## src/rtl/piezo_sfx_pkg.sv

```systemverilog
// Shared definitions for the piezo sound-effect scheduler.
//
// Contents:
//   - Note divider constants for a 50 MHz clock (divider = 50e6 / (2 * f)).
//   - ROM entry field widths and a helper that packs {freq_div, dur}.
//   - Scheduler FSM state type.
package piezo_sfx_pkg;

   localparam int FREQ_W  = 20;
   localparam int DUR_W   = 8;
   localparam int ENTRY_W = FREQ_W + DUR_W;

   localparam logic [FREQ_W-1:0] NOTE_A4 = 20'd56818;
   localparam logic [FREQ_W-1:0] NOTE_C5 = 20'd47778;
   localparam logic [FREQ_W-1:0] NOTE_E5 = 20'd37922;
   localparam logic [FREQ_W-1:0] NOTE_G5 = 20'd31888;
   localparam logic [FREQ_W-1:0] REST    = 20'd0;

   typedef enum logic [1:0] {
      IDLE = 2'd0,
      LOAD = 2'd1,
      PLAY = 2'd2,
      GAP  = 2'd3
   } state_t;

   function automatic logic [ENTRY_W-1:0] make_entry(input logic [FREQ_W-1:0] freq,
                                                     input logic [DUR_W-1:0]  dur);
      return {freq, dur};
   endfunction

endpackage

```

## src/rtl/sfx_rom.sv

```systemverilog
// Sound-effect note ROM (combinational).
//
// Ports:
//   id        in   ID_W     effect index
//   note_idx  in   IDX_W    note slot within the effect
//   entry     out  ENTRY_W  {freq_div[19:0], dur[7:0]}; dur == 0 terminates,
//                           freq_div == 0 is a rest
//
// Contents:
//   sfx0 = {A4 dur 2, end}
//   sfx1 = {C5 dur 1, REST dur 1, C5 dur 1, end}
//   sfx2 = {E5 dur 2, G5 dur 2, end}
//   sfx3 = {G5 dur 1 in all eight slots}  (no terminator: ends on slot count)
module sfx_rom
   import piezo_sfx_pkg::*;
#(
   parameter int ID_W  = 2,
   parameter int IDX_W = 4
) (
   input  logic [ID_W-1:0]    id,
   input  logic [IDX_W-1:0]   note_idx,
   output logic [ENTRY_W-1:0] entry
);

   always_comb begin
      entry = '0;
      case (int'(id))
         0: case (int'(note_idx))
               0:       entry = make_entry(NOTE_A4, 8'd2);
               default: entry = '0;
            endcase
         1: case (int'(note_idx))
               0:       entry = make_entry(NOTE_C5, 8'd1);
               1:       entry = make_entry(REST,    8'd1);
               2:       entry = make_entry(NOTE_C5, 8'd1);
               default: entry = '0;
            endcase
         2: case (int'(note_idx))
               0:       entry = make_entry(NOTE_E5, 8'd2);
               1:       entry = make_entry(NOTE_G5, 8'd2);
               default: entry = '0;
            endcase
         default: begin
            if (int'(note_idx) < 8) entry = make_entry(NOTE_G5, 8'd1);
         end
      endcase
   end

endmodule

```

## src/rtl/piezo_sfx_scheduler.sv

```systemverilog
// Sound-effect scheduler for the piezo driver.
//
// Latches one-cycle play requests, picks the lowest-index pending effect,
// steps its note list out of sfx_rom and drives the driver's enable and
// frequency divider. A request from a lower index preempts the running
// effect; stop aborts everything.
//
// Ports:
//   clk             in   1      system clock
//   rst_n           in   1      asynchronous active-low reset
//   req             in   N_SFX  play request, one-cycle pulse per bit
//   stop            in   1      synchronous abort of everything
//   piezo_en        out  1      driver enable (high only while playing a note)
//   piezo_freq_div  out  20     driver frequency divider (0 when not playing)
//   busy            out  1      scheduler not idle
//   active_id       out  ID_W   selected effect, valid while busy
//   done            out  1      one-cycle pulse on normal completion
module piezo_sfx_scheduler
   import piezo_sfx_pkg::*;
#(
   parameter int N_SFX         = 4,
   parameter int NOTES_PER_SFX = 8,
   parameter int TICK_DIV      = 500000,
   parameter int GAP_TICKS     = 1,
   parameter int ID_W          = $clog2(N_SFX)
) (
   input  logic              clk,
   input  logic              rst_n,
   input  logic [N_SFX-1:0]  req,
   input  logic              stop,
   output logic              piezo_en,
   output logic [FREQ_W-1:0] piezo_freq_div,
   output logic              busy,
   output logic [ID_W-1:0]   active_id,
   output logic              done
);

   localparam int IDX_W  = $clog2(NOTES_PER_SFX + 1);
   localparam int TICK_W = (TICK_DIV > 1) ? $clog2(TICK_DIV) : 1;

   localparam logic [TICK_W-1:0] TICK_MAX  = TICK_W'(TICK_DIV - 1);
   localparam logic [IDX_W-1:0]  LAST_IDX  = IDX_W'(NOTES_PER_SFX);
   localparam logic [DUR_W-1:0]  GAP_LOAD  = DUR_W'(GAP_TICKS);

   state_t             state;
   logic [N_SFX-1:0]   pending;
   logic [ID_W-1:0]    id;
   logic [IDX_W-1:0]   note_idx;
   logic [TICK_W-1:0]  tick_cnt;
   logic [DUR_W-1:0]   dur_cnt;   // note ticks in PLAY, gap ticks in GAP
   logic [FREQ_W-1:0]  freq;

   logic [ENTRY_W-1:0] rom_entry;
   logic [FREQ_W-1:0]  rom_freq;
   logic [DUR_W-1:0]   rom_dur;

   logic [ID_W-1:0]    sel_id;
   logic [ID_W-1:0]    pre_id;
   logic               pre_hit;
   logic [N_SFX-1:0]   sel_mask;
   logic [N_SFX-1:0]   pre_mask;
   logic [N_SFX-1:0]   pend_in;
   logic [IDX_W-1:0]   note_next;
   logic               tick_wrap;
   logic               last_tick;

   sfx_rom #(
      .ID_W  (ID_W),
      .IDX_W (IDX_W)
   ) u_rom (
      .id       (id),
      .note_idx (note_idx),
      .entry    (rom_entry)
   );

   assign rom_freq = rom_entry[ENTRY_W-1 -: FREQ_W];
   assign rom_dur  = rom_entry[DUR_W-1:0];

   // Lowest pending bit for a fresh start, lowest req bit below the running
   // id for preemption (descending loops leave the lowest match).
   always_comb begin
      sel_id  = '0;
      pre_id  = '0;
      pre_hit = 1'b0;
      for (int i = N_SFX - 1; i >= 0; i--) begin
         if (pending[i]) sel_id = ID_W'(i);
         if (req[i] && (ID_W'(i) < id)) begin
            pre_hit = 1'b1;
            pre_id  = ID_W'(i);
         end
      end
   end

   assign sel_mask  = N_SFX'(1) << sel_id;
   assign pre_mask  = N_SFX'(1) << pre_id;
   assign pend_in   = pending | req;
   assign note_next = note_idx + IDX_W'(1);
   assign tick_wrap = (tick_cnt == TICK_MAX);
   assign last_tick = tick_wrap && (dur_cnt == DUR_W'(1));

   always_ff @(posedge clk or negedge rst_n) begin
      if (!rst_n) begin
         state    <= IDLE;
         pending  <= '0;
         id       <= '0;
         note_idx <= '0;
         tick_cnt <= '0;
         dur_cnt  <= '0;
         freq     <= '0;
         done     <= 1'b0;
      end else begin
         done    <= 1'b0;
         pending <= pend_in;
         if (stop) begin
            state   <= IDLE;
            pending <= '0;
         end else if ((state != IDLE) && pre_hit) begin
            // Aborted effect is dropped; its pending bit is not restored.
            state    <= LOAD;
            id       <= pre_id;
            note_idx <= '0;
            tick_cnt <= '0;
            dur_cnt  <= '0;
            pending  <= pend_in & ~pre_mask;
         end else begin
            case (state)
               IDLE: begin
                  if (|pending) begin
                     state    <= LOAD;
                     id       <= sel_id;
                     note_idx <= '0;
                     pending  <= pend_in & ~sel_mask;
                  end
               end
               LOAD: begin
                  freq <= rom_freq;
                  if (rom_dur == '0) begin
                     done  <= 1'b1;
                     state <= IDLE;
                  end else begin
                     dur_cnt  <= rom_dur;
                     tick_cnt <= '0;
                     state    <= PLAY;
                  end
               end
               PLAY: begin
                  if (tick_wrap) begin
                     tick_cnt <= '0;
                     if (last_tick) begin
                        note_idx <= note_next;
                        if (GAP_TICKS != 0) begin
                           dur_cnt <= GAP_LOAD;
                           state   <= GAP;
                        end else if (note_next == LAST_IDX) begin
                           done  <= 1'b1;
                           state <= IDLE;
                        end else begin
                           state <= LOAD;
                        end
                     end else begin
                        dur_cnt <= dur_cnt - DUR_W'(1);
                     end
                  end else begin
                     tick_cnt <= tick_cnt + TICK_W'(1);
                  end
               end
               GAP: begin
                  if (tick_wrap) begin
                     tick_cnt <= '0;
                     if (last_tick) begin
                        if (note_idx == LAST_IDX) begin
                           done  <= 1'b1;
                           state <= IDLE;
                        end else begin
                           state <= LOAD;
                        end
                     end else begin
                        dur_cnt <= dur_cnt - DUR_W'(1);
                     end
                  end else begin
                     tick_cnt <= tick_cnt + TICK_W'(1);
                  end
               end
               default: state <= IDLE;
            endcase
         end
      end
   end

   assign piezo_en       = (state == PLAY);
   assign piezo_freq_div = (state == PLAY) ? freq : '0;
   assign busy           = (state != IDLE);
   assign active_id      = id;

endmodule

```

## config.mk

```make
export PLATFORM = sky130hd
export DESIGN_NAME = piezo_sfx_scheduler
export DESIGN_NICKNAME = d
export VERILOG_FILES = /design/src/rtl/piezo_sfx_pkg.sv /design/src/rtl/sfx_rom.sv /design/src/rtl/piezo_sfx_scheduler.sv
export SDC_FILE = /design/constraint.sdc
export NUM_CORES = 1
export LEC_CHECK = 0
export ABC_AREA = 0
export BUFFER_PORTS_ARGS = -buffer_cell sky130_fd_sc_hd__buf_4
export CORE_UTILIZATION = 55
export DETAILED_ROUTE_END_ITERATION = 8
export PLACE_DENSITY = 0.87
export SLEW_MARGIN = 20
export SYNTH_ARGS = -nofsm -noshare
export SYNTH_HDL_FRONTEND = slang
export SYNTH_HIERARCHICAL = 1
export SYNTH_SLANG_ARGS = --single-unit
```

## constraint.sdc

```tcl
create_clock -name clk -period 2.4 [get_ports clk]
set_clock_uncertainty 0.05 [all_clocks]
set_input_delay 0.6 -clock clk [delete_from_list [all_inputs] [get_ports clk]]
set_output_delay 0.6 -clock clk [all_outputs]
set_load 0.02 [all_outputs]
```

# == Yosys cells after proc, flatten, opt, wreduce, memory -nomap -nowiden ==
# Index checks and enable logic that the tools add are counted.
# totals
output_inout_bits,25
elab_cells,129
inputBits,7
register_bits,60
# op_classes
muxes,58
n_eq_ne,21
n_reduce_logical,25
shift,2
n_bitwise,7
n_lt_le_gt_ge,5
n_addsub,3
# ops
operator,count
$pmux W24 S2,2
$pmux W28 S3,1
$mux W19,3
$mux W8,6
$mux W2,19
$pmux W19 S2,1
$mux W4,8
$mux W24,1
$pmux W8 S3,1
$mux W23,1
$mux W20,1
$add A19 B1 Y19 const B,1
$eq A19 B19 Y1 const B,1
$ne A3 B3 Y1 const B,4
$ne A4 B4 Y1 const B,3
$mux W1,11
$reduce_and A5 Y1,2
$reduce_and A3 Y1,3
$and A4 B4 Y4,2
$eq A8 B1 Y1 const B,1
$logic_not A8 Y1,1
$ne A4 B2 Y1 const B,2
$not A4 Y4,2
$pmux W2 S4,1
25 further kinds,43

# == Logic depth before layout (Yosys ltp) ==
# depth
depth_word,11
mapped_depth,11
mapped_depth_nobuf,8

# == Modules after synthesis ==
# Netlist, hierarchy kept.
# modules_own_cells
mod,instances,area_per_inst_um2,cells_each,seq_area_each_um2
piezo_sfx_scheduler,1,3407.0,356,1501.4
sfx_rom,1,317.8,50,0.0

# == Worst setup path after synthesis ==
# Ideal clock, no wire load.
# synth_path
path_kind,reg-to-reg
startpoint,register id[1] (netlist: active_id[1])
endpoint,register tick_cnt[15]
setup_time_ns,0.078
n_path_buf,2
setup_slack_ns,-0.164
period_less_slack_ns,2.564
arrival_ns,2.436
stages_incl_launch_ff,11
required_time_ns,2.272
path_cell_list,dfrtp_1 -> buf_2 -> inv_1 -> a21o_1 -> nor4_1 -> or4_1 -> nor3_1 -> a211o_1 -> buf_2 -> or4_1 -> a21oi_1
# synth_via
elab_cells_between_ends,22
cone_classes,order compare: 4; eq/ne: 3; mux: 6; reduce/logical: 9
# synth_lines
item,line_no,rtl
"start, declared",piezo_sfx_scheduler.sv:47,logic [ID_W-1:0] id;
"start signal, assigned",piezo_sfx_scheduler.sv:120,id <= pre_id;
"start signal, assigned",piezo_sfx_scheduler.sv:130,id <= sel_id;
"$eq A2 B2 Y1, or another cell as far along",sfx_rom.sv:27,case (int'(id))
$pmux W28 S3 *,sfx_rom.sv:27,
named net rom_entry[1],piezo_sfx_scheduler.sv:53,logic [ENTRY_W-1:0] rom_entry;
$logic_not A8 Y1 *,piezo_sfx_scheduler.sv:137,if (rom_dur == '0) begin
$ne A3 B3 Y1 (no source line) *,--,
$reduce_and A3 Y1 (no source line) *,--,
"end signal, assigned",piezo_sfx_scheduler.sv:164,tick_cnt <= tick_cnt + TICK_W'(1);
"end signal, assigned",piezo_sfx_scheduler.sv:181,tick_cnt <= tick_cnt + TICK_W'(1);
"end, declared",piezo_sfx_scheduler.sv:49,logic [TICK_W-1:0] tick_cnt;
# Mark *: on every way through the listed nets, which the timed path passes. The rest lies on a longest branch.
# A chain may end at the register's enable or synchronous reset.

# == Worst setup path after layout ==
# layout_path
startpoint,register note_idx[2]
endpoint,register tick_cnt[11]
# layout_via
elab_cells_between_ends,13
cone_classes,order compare: 1; eq/ne: 3; mux: 5; reduce/logical: 4
# layout_lines
item,line_no,rtl
"start, declared",piezo_sfx_scheduler.sv:48,logic [IDX_W-1:0] note_idx;
"start signal, assigned",piezo_sfx_scheduler.sv:150,note_idx <= note_next;
$eq A4 B1 Y1 / $logic_not A4 Y1 (equally long branches),"sfx_rom.sv:38, sfx_rom.sv:28",
$pmux W24 S2 / $mux W24 (equally long branches),"sfx_rom.sv:38, sfx_rom.sv:28",
$pmux W28 S3 *,sfx_rom.sv:27,
named net rom_entry[1],piezo_sfx_scheduler.sv:53,
$logic_not A8 Y1 *,piezo_sfx_scheduler.sv:137,
$ne A3 B3 Y1 (no source line) *,--,
$reduce_and A3 Y1 (no source line) *,--,
# Marked as above.

==> results.py <==
metrics = {
    "status": {
        "status": "complete, but fails checks",
        "violations": "DRC",
    },
    "clock_network": {
        "worstSkewPairLatency_ns": 0.35,
        "postCtsSetupRepairBufs": 0,
        "cts_tree": "built",
        "cts_buffers": 9,
        "cts.clk_slew.worst_paths_ns": 0.07,
        "htreeDepth": 3,
        "cts-root-buf": "clkbuf_8",
        "cts_buffer_depth": 2,
        "cts_hold_buffers": 0,
        "cts_sinks": 60,
    },
    "routing": {
        "detail_route.vias_per_cell": 6.23,
        "drtAntennaViolNets": 0,
        "drc": 4,
        "wl_per_cell_um": 16.4,
        "drt_first_pass_iters": 9,
        "via_count": 3338,
        "drt_iter0_drc": 216,
        "drt-total-wl_um": 8790,
    },
    "power": {
        "comb_power_share": 0.438,
        "swShare": 0.390,
        "clkPwrFrac": 0.216,
        "seq_power_share": 0.346,
        "p_int_mw": 2.60,
        "p_per_area_nw_per_um2": 979,
        "leakage_nw": 1.90,
        "ir_drop_mv": 0.521,
        "p_sw_mw": 1.67,
    },
    "layout": {
        "drive_gt1_frac": 0.251,
        "design_area_um2": 4360,
        "area_growth_pct": 17.0,
        "instances_no_fill": 536,
        "final_util": 0.675,
        "layout_commonest_cell": "dfrtp_1",
        "fin_nets": 466,
        "num_antenna_cells": 0,
        "multi_input_area_um2": 2040,
        "regArea_um2": 1500,
        "fill_cells": 486,
        "final_cell_mix": "dfrtp_1 (59), buf_4 (58), nor2_1 (26), nand2_1 (25), and2_1 (21)",
    },
    "sta": {
        "post-route-period-util": 0.961,
        "tns_ns": 0,
        "fin_crit_ns": 2.31,
        "hold_violations": 0,
        "max_freq_mhz": 434,
        "rsz0062_at_grt": "false",
        "setup_viol": 0,
        "worst_pin_slew_ns": 0.754,
        "slew_headroom": 0.497,
        "finalMaxSlewViolations": 0,
        "holdWs_ns": 0.253,
    },
    "worst_setup_path": {
        "rr_startpoint": "note_idx[2]",
        "crit_fanout": 8,
        "worstSetupPathType": "flop to flop",
        "worstSetupStartpointType": "flop",
        "cp.required_ns": 2.63,
        "reg2reg_slack_ns": 0.09,
        "r2r_end": "tick_cnt[11]",
        "crit_arrival_ns": 2.54,
        "reg2reg_depth": 7,
        "end_kind": "flop",
    },
    "global_routing": {
        "grt_pass1_vias": 3151,
        "grt-ovfl-total": 0,
        "grt_max_degree": 61,
        "antenna_found_initial": 0,
        "grt_first_pass_wirelength_um": 14800,
        "grt.total_usage": 0.264,
    },
    "die": {
        "start_util": 0.577,
        "ios": 32,
        "die_y_um": 84.3,
        "num_rows": 29,
        "dieArea_um2": 7110,
        "coreArea_um2": 6460,
        "die_w_um": 84.3,
    },
    "synth": {
        "yosysSeqAreaShare": 0.403,
        "ys_warn_count": 6,
        "synthMuxAreaShare": 0.0739,
        "synth_area_per_cell_um2": 9.17,
        "synth_area_um2": 3720,
        "synth_top_family_by_area": "simple AND/OR/NAND/NOR gates",
        "synth.distinct_cells": 59,
        "ys_seq_elements": 60,
        "synthAdderAreaFrac": 0.0168,
        "synth-simple-area-share": 0.224,
        "async_reset_ff_frac": 1.00,
        "syn_inst": 406,
        "synth-xor-area-share": 0.00235,
        "synth_edf_count": 0,
        "yosys_most_used_dff": "dfrtp_1",
        "synth_compound_area_frac": 0.201,
    },
    "run": {
        "max-cap-violations": 0,
    },
    "min_path": {
        "worst_hold_path_type": "primary input to asynchronous set/reset pin",
    },
    "placed_design": {
        "portBuffers": 31,
        "gp_congestion": 0.948,
        "post-place-cells": 520,
        "dp_hpwl_um": 6080,
        "placed_area_um2": 4120,
    },
}
[metal layers]
layer  global-route usage  vias up  part of all wire
met3               0.0531       17             0.062
met4                0.108        0             0.015
met2                0.427      146              0.49
li1                     -     1570                 -
met5                    0        -                 0
met1                0.350     1605              0.44
[state kept, by name, indices dropped and copies added (netlist names)]
name and flops:
dur_cnt 8, active_id 2, pending 4, done 1, tick_cnt 19, freq 20, note_idx 4, state 2
[kinds of logic (layout without fill, tap and decap cells)]
group | after synthesis | count (layout)
compound gates | 111 | 111
xor+xnor | 1 | 1
fa+ha+maj | 5 | 5
buf+inv | 53 | 94
flops | 60 | 60
mux | 25 | 25
other cells | 1 | 13
simple gates | 150 | 150
[through the flow]
stage	setup slack [ns]	power, mW
5_1_grt	0.00286	4.54
2_1_floorplan	0.0307	2.78
3_3_place_gp	0.107	3.19
4_1_cts	0.0207	4.22
3_5_place_dp	0.00146	3.28
6_report	0.0942	4.27
[layout make-up]
cell class | count | area share
repair buffers | 59 | 0.104
inverters | 19 | 0.0164
multi-input cells | 305 | 0.468
well taps | 77 | 0.0221
clock inverters | 5 | 0.0121
clock buffers | 11 | 0.0324
flip-flops and latches | 60 | 0.345
[critical path, stage by stage (launching register included)]
cell     delay, ns
dfrtp_1       0.44
buf_4         0.18
nor4_4        0.27
or4_4         0.20
nor3_4        0.05
a211o_4       0.37
or4_1         0.51
a21oi_1       0.16
[power groups by stage]
stage               Clock, mW  Sequential [mW]  Combinational [mW]
floorplan                   0             1.45                1.33
global placement            0             1.46                1.73
detailed placement          0             1.49                1.79
CTS                     0.928             1.47                1.81
global route            0.976             1.51                2.06
finish                  0.922             1.48                1.87
[Yosys cell counts (8+ instances only)]
master | n | area, um^2
dfrtp_1 | 60 | 1500
nor2_1 | 28 | 105
nand2_1 | 25 | 93.8
a21oi_1 | 21 | 105
and2_1 | 21 | 131
mux2_2 | 20 | 225
buf_4 | 19 | 143
o21ai_0 | 19 | 95.1
inv_1 | 18 | 67.6
nor3_1 | 12 | 60.1
a211oi_1 | 11 | 82.6
nand3_1 | 11 | 55.1
or4_1 | 9 | 67.6
nor2b_1 | 8 | 50.1
o211ai_1 | 8 | 60.1
[timing repair]
action | in CTS | in global routing
endpoints found under the hold margin | 0 | 0
pin swaps | 0 | 1
resized for setup | 1 | 8
setup endpoints to repair | 3 | 24
[worst max path at each step]
| stage | from | cells after the start | end | slack, ns |
|---|---|---|---|---|
| 2_1_floorplan | active_id[0] | 9 | tick_cnt[15] | 0.03 |
| 3_3_place_gp | note_idx[2] | 7 | tick_cnt[11] | 0.11 |
| 3_5_place_dp | note_idx[2] | 7 | tick_cnt[11] | 0.001 |
| 4_1_cts | note_idx[1] | 9 | tick_cnt[15] | 0.02 |
| 5_1_grt | active_id[1] | 8 | tick_cnt[15] | 0.003 |
| 6_report | note_idx[2] | 7 | tick_cnt[11] | 0.09 |
(Power assumes the default switching activity.)
